<file path="src/rtl/seq_shift_add_mult_pkg.sv">
// Shared types and helpers for the sequential shift-add multiplier.
package seq_shift_add_mult_pkg;

   typedef enum logic [1:0] {
      StIdle,
      StRun,
      StDone
   } state_e;

   // The counter must represent 0..width inclusive.
   function automatic int unsigned cnt_width(input int unsigned width);
      return $clog2(width + 1);
   endfunction

endpackage

</file>
<file path="src/rtl/mult_sign_fix.sv">
// Conditional two's-complement negation, used both for operand magnitudes and for the signed result.
module mult_sign_fix #(
   parameter int unsigned WIDTH = 8
) (
   input  logic [WIDTH-1:0] value,
   input  logic             negate,
   output logic [WIDTH-1:0] result
);

   // Negating -2^(WIDTH-1) yields 2^(WIDTH-1), which is exact when the result is read as unsigned.
   assign result = negate ? (~value + WIDTH'(1)) : value;

endmodule

</file>
<file path="src/rtl/seq_shift_add_mult.sv">
// Sequential shift-add multiplier: signed operands are reduced to magnitudes,
// multiplied in WIDTH shift-add steps, and the result sign is fixed up on entry to DONE.
module seq_shift_add_mult
   import seq_shift_add_mult_pkg::*;
#(
   parameter int unsigned WIDTH          = 8,
   parameter bit          SIGNED_SUPPORT = 1'b1
) (
   input  logic               clk,
   input  logic               rst,
   input  logic               in_valid,
   output logic               in_ready,
   input  logic [WIDTH-1:0]   a,
   input  logic [WIDTH-1:0]   b,
   input  logic               signed_mode,
   output logic               out_valid,
   input  logic               out_ready,
   output logic [2*WIDTH-1:0] product,
   output logic               busy
);

   localparam int unsigned CNT_W = cnt_width(WIDTH);

   state_e               state_q, state_d;
   logic [WIDTH-1:0]     mcand_q, mcand_d;
   logic [WIDTH-1:0]     mplier_q, mplier_d;
   logic [WIDTH-1:0]     acc_q, acc_d;
   logic [CNT_W-1:0]     cnt_q, cnt_d;
   logic                 neg_q, neg_d;
   logic [2*WIDTH-1:0]   product_q, product_d;

   logic                 eff_signed;
   logic [WIDTH-1:0]     mag_a, mag_b;
   logic [2*WIDTH-1:0]   fixed_product;
   logic [WIDTH:0]       step_sum;

   assign eff_signed = signed_mode & SIGNED_SUPPORT;

   mult_sign_fix #(
      .WIDTH (WIDTH)
   ) u_fix_a (
      .value  (a),
      .negate (eff_signed & a[WIDTH-1]),
      .result (mag_a)
   );

   mult_sign_fix #(
      .WIDTH (WIDTH)
   ) u_fix_b (
      .value  (b),
      .negate (eff_signed & b[WIDTH-1]),
      .result (mag_b)
   );

   mult_sign_fix #(
      .WIDTH (2 * WIDTH)
   ) u_fix_result (
      .value  ({acc_q, mplier_q}),
      .negate (neg_q),
      .result (fixed_product)
   );

   always_comb begin
      state_d   = state_q;
      mcand_d   = mcand_q;
      mplier_d  = mplier_q;
      acc_d     = acc_q;
      cnt_d     = cnt_q;
      neg_d     = neg_q;
      product_d = product_q;
      // Carry out of the add lands in the top bit and is shifted back into acc.
      step_sum  = mplier_q[0] ? ({1'b0, acc_q} + {1'b0, mcand_q}) : {1'b0, acc_q};

      unique case (state_q)
         StIdle: begin
            if (in_valid) begin
               mcand_d  = mag_a;
               mplier_d = mag_b;
               acc_d    = '0;
               cnt_d    = '0;
               neg_d    = eff_signed & (a[WIDTH-1] ^ b[WIDTH-1]);
               state_d  = StRun;
            end
         end
         StRun: begin
            if (cnt_q == CNT_W'(WIDTH)) begin
               product_d = fixed_product;
               state_d   = StDone;
            end else begin
               acc_d    = step_sum[WIDTH:1];
               mplier_d = {step_sum[0], mplier_q[WIDTH-1:1]};
               cnt_d    = cnt_q + CNT_W'(1);
            end
         end
         StDone: begin
            if (out_ready) begin
               state_d = StIdle;
            end
         end
         default: state_d = StIdle;
      endcase
   end

   always_ff @(posedge clk) begin
      if (rst) begin
         state_q   <= StIdle;
         mcand_q   <= '0;
         mplier_q  <= '0;
         acc_q     <= '0;
         cnt_q     <= '0;
         neg_q     <= 1'b0;
         product_q <= '0;
      end else begin
         state_q   <= state_d;
         mcand_q   <= mcand_d;
         mplier_q  <= mplier_d;
         acc_q     <= acc_d;
         cnt_q     <= cnt_d;
         neg_q     <= neg_d;
         product_q <= product_d;
      end
   end

   assign in_ready  = (state_q == StIdle);
   assign out_valid = (state_q == StDone);
   assign busy      = (state_q != StIdle);
   assign product   = product_q;

endmodule
</file>
<file path="config.mk">
export PLATFORM = sky130hd
export DESIGN_NAME = seq_shift_add_mult
export DESIGN_NICKNAME = d
export VERILOG_FILES = /design/src/rtl/seq_shift_add_mult_pkg.sv /design/src/rtl/mult_sign_fix.sv /design/src/rtl/seq_shift_add_mult.sv
export SDC_FILE = /design/constraint.sdc
export NUM_CORES = 1
export LEC_CHECK = 0
export BUFFER_PORTS_ARGS = -buffer_cell sky130_fd_sc_hd__buf_4
export CAP_MARGIN = 25
export CORE_UTILIZATION = 55
export CTS_CLUSTER_SIZE = 8
export DETAILED_ROUTE_END_ITERATION = 12
export GPL_ROUTABILITY_DRIVEN = 1
export PLACE_DENSITY = 0.86
export SLEW_MARGIN = 5
export SYNTH_ARGS = -nofsm -noshare
export SYNTH_HDL_FRONTEND = slang
export SYNTH_SLANG_ARGS = --single-unit
</file>
<file path="constraint.sdc">
create_clock -name clk -period 2.1 [get_ports clk]
set_input_delay 0.21 -clock clk [delete_from_list [all_inputs] [get_ports clk]]
set_output_delay 0.21 -clock clk [all_outputs]
set_load 0.1 [all_outputs]
</file>
# Yosys cells after proc, flatten, opt, wreduce, memory -nomap -nowiden
# Index checks and enable logic that the tools add are counted.
[totals] register_bits=47 word_cells=50 in_bits=21 out_inout_bits=19
[op_classes] n_reduce_logical=7 addsub=5 bitwise=7 eq_ne=7 muxes=17
[op_table] operator="$mux 8" count=6
[op_table] operator="$pmux 8 s2" count=2
[op_table] operator="$add 16x1->16 const B" count=1
[op_table] operator="$add 8x1->8 const B" count=2
[op_table] operator="$mux 16" count=1
[op_table] operator="$not 16->16" count=1
[op_table] operator="$not 8->8" count=2
[op_table] operator="$add 8x8->9" count=1
[op_table] operator="$mux 9" count=1
[op_table] operator="$mux 4" count=2
[op_table] operator="$pmux 4 s2" count=1
[op_table] operator="$mux 2" count=3
[op_table] operator="$ne 2x2->1 const B" count=3
[op_table] operator="$pmux 2 s3" count=1
[op_table] operator="$reduce_and 3->1" count=2
[op_table] operator="$add 4x1->4 const B" count=1
[op_table] operator="$eq 4x4->1 const B" count=1
[op_table] operator="$reduce_and 2->1" count=2
[op_table] operator="$reduce_bool 2->1" count=2
[op_table] operator="$and 1x1->1" count=3
[op_table] operator="$eq 2x1->1 const B" count=1
[op_table] operator="$eq 2x2->1 const B" count=1
[op_table] operator="$logic_not 2->1" count=1
[op_table] operator="$ne 2x1->1 const B" count=1
[op_table] operator="$xor 1x1->1" count=1

# Depth between registers and ports, before layout
[logic_depth] ltp_word=5 depth_mapped=9 depth_no_buf=7

# By module
# Synthesis repeated with hierarchy kept, for this count alone.
[unflattened] hier_cells=350 hier_area_um2=2854.0
[modules_own_cells] module="seq_shift_add_mult" cells_per_inst=260 n_inst=1 seq_area_each_um2=940.9 area_each_um2=2155.8
[modules_own_cells] module="mult_sign_fix at u_fix_result" cells_per_inst=48 n_inst=1 seq_area_each_um2=0.0 area_each_um2=355.3
[modules_own_cells] module="mult_sign_fix at u_fix_a ..." cells_per_inst=21 n_inst=2 seq_area_each_um2=0.0 area_each_um2=171.4

# Least setup slack after synthesis
# Ideal clock, no wire load.
[synth_timing] path_type="register to output" from="reg state_q[0]" to="out busy" arrival_time_ps=2635 path_stages_with_launch=3 n_path_buf=0 setup_slack_ps=-745 required_time_ps=1890 path_cell_list="dfxtp_1 > nor2_1 > inv_1"
[synth_via] elab_chain_len=1
[synth_lines] element="start, declared" line_no="seq_shift_add_mult.sv:24" text="state_e state_q, state_d;"
[synth_lines] element="start signal, assigned" line_no="seq_shift_add_mult.sv:106" text="state_q <= StIdle;"
[synth_lines] element="start signal, assigned" line_no="seq_shift_add_mult.sv:114" text="state_q <= state_d;"
[synth_lines] element="$reduce_bool 2->1" line_no="seq_shift_add_mult.sv:126" text="assign busy = (state_q != StIdle);"
[synth_lines] element="end, declared" line_no="seq_shift_add_mult.sv:19" text="output logic busy"
# No other way between the ends.

# Worst setup path in the final report
[layout_timing] from="reg cnt_q[0]" to="reg mplier_q[1]"
[layout_via] elab_chain_len=3
[layout_lines] element="start, declared" line_no="seq_shift_add_mult.sv:28" text="logic [CNT_W-1:0] cnt_q, cnt_d;"
[layout_lines] element="start signal, assigned" line_no="seq_shift_add_mult.sv:118" text="cnt_q <= cnt_d;"
[layout_lines] element="$eq 4x4->1" line_no="seq_shift_add_mult.sv:86" text="if (cnt_q == CNT_W'(WIDTH)) begin"
[layout_lines] element="$ne 2x2->1 (no line)"
[layout_lines] element="$reduce_and 3->1 (no line)"
[layout_lines] element="end signal, assigned" line_no="seq_shift_add_mult.sv:116" text="mplier_q <= mplier_d;"
[layout_lines] element="end, declared" line_no="seq_shift_add_mult.sv:26" text="logic [WIDTH-1:0] mplier_q, mplier_d;"
# No other way between the ends.
# A chain may end at the register's enable or synchronous reset.

==> results.toml <==
[sta]
setup_viol = 0
timing_max_transition_violations_final = 0
skew_ps = 2.92
max-slew-margin-rel_pct = 56.8
period_share_pct = 93.8
hold_viol = 0
worst_slew_pin_slew_ps = 648
timing.fmax_ghz = 0.508
timing.hold.ws_ps = 154
period_needed_ps = 1970

[clocking]
clock_path_buffers = 2
holdBufCountCts = 0
htreeDepth = 2
clk-insertion-delay-late_ps = 310
cts_buffers = 5
numClockSinks = 47
root_buffer = "clkbuf_8"
tritoncts = "built"
cts.reportedPaths.clkPinSlew_ps = 90

[worst_hold_path]
min_path_type = "input port to register"
holdPathEnd = "state_q[1]$_SDFFE_PP0P_"
hold_start = "out_ready"
min_path_cells = 3

[drt]
top_layer_used = "met4"
dr_wl_met2_um = 3090
firstDrtPassIters = 6
drt-total-wl_um = 6300
drt_iter0_drc = 132
vias_per_cell = 5.64
ant_nets = 0
wl_met3_um = 288
route.vias.total = 2551
drc = 0
met1_length_um = 2870
wl_per_cell_um = 13.9

[logic_synthesis]
synth.avg_cell_area_sq_um = 8.10
synthCells = 347
synth_seq_cells = 47
synth_cell_types = 46
yosysSeqAreaShare_pct = 33.5
yosys_warnings = 0
syn-num-nets = 382
synth_area_sq_um = 2810

[setup_path]
r2r_start = "cnt_q[0]$_SDFFE_PP0P_"
regToRegEndpoint = "mplier_q[1]$_SDFFE_PP0P_"
cp.required_ps = 2340
cp-end-kind = "register"
rrSetupSlack_ps = 130
reg2reg_depth = 8
path_class = "register to register"
crit_arrival_ps = 2210
crit_start = "cnt_q[0]$_SDFFE_PP0P_"
cp_max_fo = 15
start_kind = "register"

[floorplanning]
fp.dieArea_sq_um = 5400
core_sq_um = 4820
ios = 40
start_util_pct = 58.4
placementRows = 25
die_w_um = 73.5
die_h_um = 73.5

[global_route]
grt-ovfl-total = 0
grt_max_degree = 48
antenna_found_initial = 0
grt_pass1_wl_um = 10400
grt_pass1_vias = 2327
grtUsageTotal_pct = 24.7

[layout]
drive_above_1_share_pct = 17.1
area_growth_pct = 17.4
stdcell_area_sq_um = 3300
antenna_cells = 0
nets = 419
final_util_pct = 68.5

[run]
cap_violations = 0

[placed_design]
gp_congestion = 0.827
port_buffers = 39
placed_area_sq_um = 3180
place_hpwl_um = 4610

[status]
status = "finished clean"

[pwr]
irDropWorstVdd_uv = 357
p_leak_uw = 0.00133
p_per_area_nw_per_um2 = 597
## how the worst max path moves through the flow
stage / cells after the start / slack [ps] / end
finish: 8 / 130 / mplier_q[1]$_SDFFE_PP0P_
global route: 8 / -8 / mplier_q[1]$_SDFFE_PP0P_
CTS: 8 / 80 / mplier_q[1]$_SDFFE_PP0P_
detailed placement: 8 / 110 / mplier_q[1]$_SDFFE_PP0P_
global placement: 7 / 220 / mplier_q[4]$_SDFFE_PP0P_
floorplan: 2 / -50 / busy
## where the power goes
group | total (uW) | switching (uW) | leakage [uW] | internal (uW)
Clock | 621 | 322 | 0.0000505 | 300
Sequential | 970 | 46.6 | 0.000382 | 923
Combinational | 380 | 218 | 0.000897 | 162
Total | 1970 | 586 | 0.00133 | 1390
## sequential cells by signal, indices dropped and copies added (netlist names)
| name | cells |
|---|---|
| neg_q | 1 |
| mplier_q | 8 |
| acc_q | 8 |
| mcand_q | 8 |
| state_q | 2 |
| cnt_q | 4 |
| product | 16 |
## critical path, cell delays in order (launching register included)
cell and delay [ps]:
dfxtp_1 400, inv_1 60, ha_1 180, and3b_1 260, a211o_4 420, buf_4 200, a211oi_1 200, a21oi_1 60
nor2_1 110
## final cells by class
type                    instances  area (sq um)
clock buffers                   7          96.3
inverters                      14          52.6
multi-input cells             266          1750
clock inverters                 1          7.51
well taps                      67          83.8
fillers                       414          1520
flip-flops and latches         47           941
repair buffers                 50           375
## cell families after synthesis
| logic type | after synthesis | synth area share [%] |
|---|---|---|
| simple gates | 117 | 19.6 |
| compound gates | 98 | 23.6 |
| flops | 47 | 33.5 |
| buf+inv | 34 | 5.03 |
| xor+xnor | 31 | 9.66 |
| fa+ha+maj | 14 | 6.50 |
| mux | 6 | 2.14 |
## cells in the mapped netlist (all sizes together)
cell type,number,area [sq um]
a21oi,25,125
or3b,1,8.76
a31oi,4,25.0
inv,14,52.6
o311ai,1,8.76
nand3b,1,7.51
o31ai,3,27.5
nor4,3,48.8
clkbuf,12,45.0
xnor2,14,123
fa,1,20.0
nor2,54,203
nand3,5,25.0
mux2i,6,60.1
nand2,27,101
and3,2,12.5
o21ai,11,55.1
o21bai,2,15.0
a22oi,5,37.5
ha,13,163
and2,3,18.8
o22ai,3,18.8
a21o,3,22.5
xor2,17,149
a311oi,3,26.3
or2,2,12.5
nand2b,3,18.8
o41ai,3,33.8
or3,2,12.5
nor3,8,40.0
dfxtp,47,941
or2b,1,7.51
buf,8,43.8
a211oi,30,225
nand4,2,12.5
a41oi,1,8.76
and3b,1,8.76
a211o,4,35.0
nor2b,2,12.5
## layout by cell type (no fill, tap or decap), types with 4 or more instances in the layout
cell       n
inv_1     14
nor3_1     8
xnor2_1   14
nand3_1    5
nand2_1   27
clkbuf_8   7
buf_4     50
a211oi_1  29
dfxtp_1   47
xor2_1    17
ha_1      13
a31oi_1    4
mux2i_1    6
nor2_1    53
o21ai_0   11
a21oi_1   25
a22oi_1    5
## per-stage QoR
step           std cells  setup WS, ps  setup TNS [ps]  total power (uW)
3_3_place_gp         444           217               0              1350
4_1_cts              452          85.0               0              1970
6_report             452           130               0              1970
5_1_grt              452         -8.05           -8.05              2060
3_5_place_dp         444           113               0              1360
2_1_floorplan        347         -49.0            -300              1250
## layer usage
layer  up-vias  global-route usage, %
met4         0                   7.91
met1      1171                   32.4
met2        67                   41.0
met3         5                   4.66
met5         -                      0
li1       1308                      -
## repair_timing
action / CTS / global route
buffers inserted: 0 / 0
endpoints found under the setup margin: 0 / 4
resized for setup: 0 / 3
Power figures use the tool's default switching activity.
